--- config.mk ---
export PLATFORM = sky130hd
export DESIGN_NAME = game_flow_ctrl_flat
export DESIGN_NICKNAME = d
export VERILOG_FILES = /design/src/rtl/game_flow_ctrl_pkg.sv /design/src/rtl/game_flow_ctrl_if.sv /design/src/rtl/game_flow_ctrl_bcd_counter4.sv /design/src/rtl/game_flow_ctrl.sv /design/src/flat_wrapper.sv
export SDC_FILE = /design/constraint.sdc
export NUM_CORES = 1
export LEC_CHECK = 0
export CORE_ASPECT_RATIO = 1.25
export CORE_MARGIN = 8
export CORE_UTILIZATION = 40
export DETAILED_ROUTE_END_ITERATION = 8
export GPL_TIMING_DRIVEN = 0
export HOLD_SLACK_MARGIN = 0.05
export SYNTH_ARGS = -nofsm -noshare
export SYNTH_HDL_FRONTEND = slang
export SYNTH_HIERARCHICAL = 1
export SYNTH_SLANG_ARGS = --single-unit
--- constraint.sdc ---
create_clock -name clk -period 2.8 [get_ports clk]
set_clock_uncertainty 0.05 [all_clocks]
set_input_delay 0.56 -clock clk [delete_from_list [all_inputs] [get_ports clk]]
set_output_delay 0.56 -clock clk [all_outputs]
set_load 0.05 [all_outputs]
--- src/rtl/game_flow_ctrl_pkg.sv ---
// game_flow_ctrl_pkg: game-flow state encoding and BCD digit width, shared with the score display driver
package game_flow_ctrl_pkg;
  localparam int DIGIT_W = 4;
  typedef enum logic [2:0] {
    IDLE  = 3'd0,
    SERVE = 3'd1,
    PLAY  = 3'd2,
    MISS  = 3'd3,
    OVER  = 3'd4
  } state_t;
endpackage

--- src/rtl/game_flow_ctrl_if.sv ---
// game_flow_ctrl_if: pulses from the ball datapath and the flow controls/display it receives back
interface game_flow_ctrl_if import game_flow_ctrl_pkg::*; ();
  logic                   frame_tick;
  logic                   start;
  logic                   paddle_hit;
  logic                   ball_miss;
  logic                   ball_hold;
  logic                   ball_run;
  logic [3:0]             speed_level;
  logic [4*DIGIT_W-1:0]   score_bcd;
  logic [1:0]             lives;
  logic                   game_over;
  modport slave (
    input  frame_tick, start, paddle_hit, ball_miss,
    output ball_hold, ball_run, speed_level, score_bcd, lives, game_over
  );
  modport master (
    output frame_tick, start, paddle_hit, ball_miss,
    input  ball_hold, ball_run, speed_level, score_bcd, lives, game_over
  );
endinterface

--- src/rtl/game_flow_ctrl_bcd_counter4.sv ---
// bcd_counter4: 4-digit BCD incrementer with synchronous clear, wraps 9999 to 0000
module bcd_counter4 import game_flow_ctrl_pkg::*; (
  input  logic                 clk,
  input  logic                 reset,
  input  logic                 clr_i,
  input  logic                 inc_i,
  output logic [4*DIGIT_W-1:0] bcd_o
);
  logic [4*DIGIT_W-1:0] bcd_q, bcd_d;
  logic [3:0]           carry;
  assign carry[0] = inc_i;
  for (genvar i = 0; i < 4; i++) begin : g_dig
    logic [DIGIT_W-1:0] dig;
    assign dig = bcd_q[i*DIGIT_W +: DIGIT_W];
    if (i < 3) begin : g_carry
      assign carry[i+1] = carry[i] && dig == DIGIT_W'(9);
    end
    assign bcd_d[i*DIGIT_W +: DIGIT_W] = clr_i ? '0 : !carry[i] ? dig :
                                         dig == DIGIT_W'(9) ? '0 : dig + 1'b1;
  end
  always_ff @(posedge clk or posedge reset)
    if (reset) bcd_q <= '0;
    else       bcd_q <= bcd_d;
  assign bcd_o = bcd_q;
endmodule

--- src/rtl/game_flow_ctrl.sv ---
// game_flow_ctrl: per-frame serve/play/miss sequencer with lives, BCD score and speed level
module game_flow_ctrl import game_flow_ctrl_pkg::*; #(
  parameter int LIVES        = 3,
  parameter int SERVE_FRAMES = 60,
  parameter int MISS_FRAMES  = 30,
  parameter int HITS_PER_LVL = 4,
  parameter int MAX_LVL      = 7
) (
  input logic             clk,
  input logic             reset,
  game_flow_ctrl_if.slave bus
);
  localparam int FW = $clog2((SERVE_FRAMES > MISS_FRAMES ? SERVE_FRAMES : MISS_FRAMES) + 1);
  localparam int HW = $clog2(HITS_PER_LVL + 1);
  localparam logic [FW-1:0] SERVE_LAST = FW'(SERVE_FRAMES - 1);
  localparam logic [FW-1:0] MISS_LAST  = FW'(MISS_FRAMES - 1);
  localparam logic [HW-1:0] HIT_LAST   = HW'(HITS_PER_LVL - 1);
  state_t          state_q, state_d;
  logic            start_q, start_rise, serve_done, miss_done;
  logic [FW-1:0]   fcnt_q, fcnt_d;
  logic [HW-1:0]   hit_q, hit_d;
  logic [3:0]      lvl_q, lvl_d;
  logic [1:0]      lives_q, lives_d;
  logic            hold_q, hold_d, run_q, run_d, over_q, over_d;
  logic            score_clr, score_inc;
  assign start_rise = bus.start && !start_q;
  assign serve_done = bus.frame_tick && fcnt_q == SERVE_LAST;
  assign miss_done  = bus.frame_tick && fcnt_q == MISS_LAST;
  always_ff @(posedge clk or posedge reset)
    if (reset) begin
      state_q <= IDLE;
      start_q <= 1'b0;
      fcnt_q  <= '0;
      hit_q   <= '0;
      lvl_q   <= '0;
      lives_q <= 2'(LIVES);
      hold_q  <= 1'b1;
      run_q   <= 1'b0;
      over_q  <= 1'b0;
    end else begin
      state_q <= state_d;
      start_q <= bus.start;
      fcnt_q  <= fcnt_d;
      hit_q   <= hit_d;
      lvl_q   <= lvl_d;
      lives_q <= lives_d;
      hold_q  <= hold_d;
      run_q   <= run_d;
      over_q  <= over_d;
    end
  always_comb begin
    state_d = state_q;
    case (state_q)
      IDLE:    state_d = start_rise ? SERVE : IDLE;
      SERVE:   state_d = serve_done ? PLAY : SERVE;
      PLAY:    state_d = bus.ball_miss ? MISS : PLAY;
      MISS:    state_d = !miss_done ? MISS : lives_q != 2'd0 ? SERVE : OVER;
      OVER:    state_d = start_rise ? IDLE : OVER;
      default: state_d = IDLE;
    endcase
  end
  // A miss pre-empts a hit in the same cycle and restarts the frame count, so a coincident tick is not counted.
  always_comb begin
    fcnt_d    = fcnt_q;
    hit_d     = hit_q;
    lvl_d     = lvl_q;
    lives_d   = lives_q;
    score_clr = 1'b0;
    score_inc = 1'b0;
    case (state_q)
      IDLE: if (start_rise) begin
        score_clr = 1'b1;
        lives_d   = 2'(LIVES);
        lvl_d     = '0;
        fcnt_d    = '0;
        hit_d     = '0;
      end
      SERVE: if (bus.frame_tick) fcnt_d = serve_done ? '0 : fcnt_q + 1'b1;
      PLAY: if (bus.ball_miss) begin
        lives_d = lives_q - 2'd1;
        lvl_d   = '0;
        hit_d   = '0;
        fcnt_d  = '0;
      end else if (bus.paddle_hit) begin
        score_inc = 1'b1;
        hit_d     = hit_q == HIT_LAST ? '0 : hit_q + 1'b1;
        lvl_d     = hit_q == HIT_LAST && lvl_q != 4'(MAX_LVL) ? lvl_q + 4'd1 : lvl_q;
      end
      MISS: if (bus.frame_tick) fcnt_d = miss_done ? '0 : fcnt_q + 1'b1;
      default: ;
    endcase
  end
  always_comb begin
    hold_d = state_d == IDLE || state_d == SERVE || state_d == OVER;
    run_d  = state_d == PLAY;
    over_d = state_d == OVER;
  end
  bcd_counter4 u_score (
    .clk   (clk),
    .reset (reset),
    .clr_i (score_clr),
    .inc_i (score_inc),
    .bcd_o (bus.score_bcd)
  );
  assign bus.ball_hold   = hold_q;
  assign bus.ball_run    = run_q;
  assign bus.speed_level = lvl_q;
  assign bus.lives       = lives_q;
  assign bus.game_over   = over_q;
endmodule
--- src/flat_wrapper.sv ---
// flat-port wrapper written by rule: the top's interface ports become plain ports
module game_flow_ctrl_flat import game_flow_ctrl_pkg::*;
#(
  parameter int LIVES        = 3,
  parameter int SERVE_FRAMES = 60,
  parameter int MISS_FRAMES  = 30,
  parameter int HITS_PER_LVL = 4,
  parameter int MAX_LVL      = 7
)
  (clk, reset, bus_frame_tick, bus_start, bus_paddle_hit, bus_ball_miss, bus_ball_hold, bus_ball_run, bus_speed_level, bus_score_bcd, bus_lives, bus_game_over);
  game_flow_ctrl_if bus_i ();
  input logic clk;
  input logic reset;
  input wire logic [$bits(bus_i.frame_tick)-1:0] bus_frame_tick;
  input wire logic [$bits(bus_i.start)-1:0] bus_start;
  input wire logic [$bits(bus_i.paddle_hit)-1:0] bus_paddle_hit;
  input wire logic [$bits(bus_i.ball_miss)-1:0] bus_ball_miss;
  output wire logic [$bits(bus_i.ball_hold)-1:0] bus_ball_hold;
  output wire logic [$bits(bus_i.ball_run)-1:0] bus_ball_run;
  output wire logic [$bits(bus_i.speed_level)-1:0] bus_speed_level;
  output wire logic [$bits(bus_i.score_bcd)-1:0] bus_score_bcd;
  output wire logic [$bits(bus_i.lives)-1:0] bus_lives;
  output wire logic [$bits(bus_i.game_over)-1:0] bus_game_over;
  assign bus_i.frame_tick = bus_frame_tick;
  assign bus_i.start = bus_start;
  assign bus_i.paddle_hit = bus_paddle_hit;
  assign bus_i.ball_miss = bus_ball_miss;
  assign bus_ball_hold = bus_i.ball_hold;
  assign bus_ball_run = bus_i.ball_run;
  assign bus_speed_level = bus_i.speed_level;
  assign bus_score_bcd = bus_i.score_bcd;
  assign bus_lives = bus_i.lives;
  assign bus_game_over = bus_i.game_over;
  game_flow_ctrl #(.LIVES(LIVES), .SERVE_FRAMES(SERVE_FRAMES), .MISS_FRAMES(MISS_FRAMES), .HITS_PER_LVL(HITS_PER_LVL), .MAX_LVL(MAX_LVL)) u_core (.clk(clk), .reset(reset), .bus(bus_i));
endmodule
==> results by group <==
Run status
  • Status: finished clean

Synthesis
  • Synth Area in Adders: 0.0602
  • FFs w/ async S/R, synth: 1.00
  • Top-area cell type share of the netlist area: 0.383
  • Xor-xnor portion of the synthesized cell area: 0.00383
  • Yosys reg bits: 38
  • Syn_area_per_cell: 9.76 um^2
  • Mapped Cells: 234
  • Synth Area in Simple Gates: 0.241
  • Seq/Total Area, Yosys: 0.418
  • Syn Nets: 251
  • Largest family of logic cells by synthesized area: simple AND/OR/NAND/NOR gates
  • Yosys warnings: 6
  • Compound-Gate Fraction of Synth Area: 0.212
  • Cell variety after synth: 61
  • EDFF count, synth: 0
  • Top_reg_cell synth: dfrtp_1
  • Mux share of post-synthesis cell area: 0.0208
  • Largest area contributor in the netlist: dfrtp_1
  • Mapped cell area: 0.00228 mm^2
  • Largest cells by area after synthesis: dfrtp_1 (38%), ha_1 (6.0%), dfstp_2 (3.5%)

CTS
  • Post-CTS setup buffers: 0
  • Worst-Skew Late Latency: 0.29 ns
  • Cts hold-fix bufs: 0
  • Clock Tree Root: clkbuf_8
  • Cts repair resizes: 0
  • Clk slew on worst S/H paths: 0.07 ns
  • Clk sinks: 38
  • Max clock buf depth: 2
  • CTS Buf Count: 5
  • # H-tree levels: 2
  • CTS tree: done

Placement
  • Dpl cell area: 0.00267 mm^2
  • Gpl congestion: 0.796
  • Placed instance count: 330
  • Port bufs: 30
  • DP HPWL: 3740 um
  • Pre-CTS setup slack: -0.244 ns

Hold path
  • Worst Hold Class: reg2reg

STA
  • Slew Viols, Final: 0
  • Fin. Hold Viols: 0
  • Slew margin rel.: 0.433
  • FMAX: 387 MHz
  • Final setup viols: 0
  • Fin crit share: 0.922
  • Fin crit period: 2.58 ns
  • Worst Max-Slew Pin Slew: 0.850 ns
  • RSZ-0062 raised after global routing: false
  • Final WS setup: 0.219 ns
  • Hold slack: 0.454 ns
  • TNS Setup: 0 ns

Detailed routing
  • Post-DR vias/cell: 5.66
  • Via count: 1,902
  • Pre-antenna DRT Iters: 4
  • Residual DRC count: 0
  • Final WL: 5020 um
  • Routed wire length per instance: 14.9 um
  • Initial DRC Count: 98
  • Detail Route Antenna Nets: 0

Power
  • Pwr Density: 685 mW/mm^2
  • Final Power: 1.88 mW
  • Pleak: 1.20 nW
  • Max IR drop VDD: 0.337 mV

Worst setup path
  • CP required: 2.93 ns
  • CP Max Fanout: 9
  • Startpoint Class: input pin
  • Setup crit end kind: flip-flop
  • Kind of critical path: in2reg
  • Arr. time, crit path: 2.71 ns

Final layout
  • Fin nets: 287
  • Final Non-Filler Cells: 336
  • Sequential Area: 955 um^2
  • Final Util: 0.485
  • Final antenna diode count: 0
  • P&R area growth vs syn: 20.3%
  • Post-route cell area: 0.00275 mm^2
  • Filler cells: 536
  • Multi-input gate area: 0.00123 mm^2
  • Ratio of cells with drive above 1 in the final layout: 0.107

Global routing
  • Grt total ovfl: 0
  • First-pass GRT wire length: 8850 um
  • Initial antenna violation count: 0
  • GR Util All Layers: 0.124
  • Largest net degree at the start of global routing: 23
  • Vias in the first global route: 1,906

Die
  • Num rows: 31
  • Die height: 100 um
  • Die span in x: 83.6 um
  • Initial Util: 0.403
  • Die area: 0.00840 mm^2
  • Core area: 0.00566 mm^2
  • Io pins: 31

Run
  • Max cap viols: 0
worst paths after layout:
check                             startpoint                        to  slack (ns)  cells past startpoint
setup / recovery               bus_ball_miss  u_core/u_score/bcd_o[12]        0.22                      8
hold / removal               u_core/hit_q[1]           u_core/hit_q[1]        0.45                      1
setup reg to reg           u_core/state_q[2]  u_core/u_score/bcd_o[12]        0.29                      8
hold reg to reg              u_core/hit_q[1]           u_core/hit_q[1]        0.45                      1
max in group asynchronous              reset          u_core/fcnt_q[2]        1.42                      2
min in group asynchronous              reset   u_core/u_score/bcd_o[8]        0.65                      2
cells by family (layout without fill, tap and decap cells):
group,Yosys count,after routing
DFF,38,38
buffers and inverters,26,62
xor gates and xnor gates,1,1
AOI/OAI and AO/OA,66,66
adders and majority gates,11,11
and+or+nand+nor,88,88
muxes,4,4
per-layer routing:
layer  GRT usage  wire length, um  vias up  part of all wire
met2       0.218             2540       39              0.51
met1       0.141             2200      910              0.44
li1            -                -      948                 -
met4      0.0333               52        0             0.010
met5           0                0        -                 0
met3      0.0388              236        5             0.047
cell usage after synthesis, types with 3 or more instances:
library cell / count
inv_1: 19
or3_1: 4
o31ai_1: 7
a21oi_1: 13
and2_1: 3
nor2b_1: 3
o21ai_0: 11
nand2_1: 19
nor2_1: 10
nand3_1: 11
o211ai_1: 8
nand4_1: 3
clkbuf_1: 4
buf_2: 3
nand2b_1: 6
ha_1: 11
nand3b_1: 5
dfstp_2: 3
a21o_1: 3
dfrtp_1: 35
sequential cells by signal, summed over array words and instances, names as in the netlist:
register	cells
u_core/bus.ball_hold	1
u_core/bus.ball_run	1
u_core/bus.game_over	1
u_core/bus.lives	2
u_core/bus.speed_level	4
u_core/fcnt_q	6
u_core/hit_q	3
u_core/start_q	1
u_core/state_q	3
u_core/u_score/bcd_o	16
critical path: stages:
cell	delay, ns
clkdlybuf4s50_1	0.49
nand2b_1	0.23
nor2_2	0.16
and2_1	0.19
buf_2	0.20
nand4b_1	0.18
o31a_1	0.39
mux2_4	0.31
placed cells by master (no fill, tap or decap), drive strengths merged, types with 2 or more instances in the layout:
cell type / synthesis / layout
dfrtp: 35 / 35
clkdlybuf4s50: 0 / 30
inv: 19 / 19
nand2: 19 / 19
a21oi: 13 / 13
o21ai: 12 / 12
nand3: 11 / 11
ha: 11 / 11
nor2: 10 / 10
clkbuf: 4 / 9
o211ai: 8 / 8
o31ai: 7 / 7
nand2b: 7 / 7
nand3b: 6 / 6
or3: 4 / 4
nor2b: 3 / 3
and2: 3 / 3
nand4: 3 / 3
a21o: 3 / 3
dfstp: 3 / 3
mux2: 3 / 3
nor4: 3 / 3
o41ai: 3 / 3
and4b: 3 / 3
clkinv: 0 / 2
buf: 3 / 2
or4b: 2 / 2
or4: 2 / 2
a32o: 2 / 2
o32ai: 2 / 2
and3: 2 / 2
a21boi: 2 / 2
o311ai: 2 / 2
o2111ai: 2 / 2
or2: 2 / 2
or3b: 2 / 2
layout make-up:
type / instances / area share
multi-input cells: 170 / 0.448
well taps: 66 / 0.0301
flip-flops and latches: 38 / 0.347
plain buffers: 6 / 0.0105
repair buffers: 30 / 0.109
inverters: 19 / 0.0260
clock inverters: 2 / 0.00364
clock buffers: 5 / 0.0250
power breakdown:
part | total, mW | internal, mW | switching (mW)
clock network | 0.363 | 0.167 | 0.195
registers | 0.790 | 0.664 | 0.126
logic | 0.729 | 0.303 | 0.426
Power figures use the tool's default switching activity.
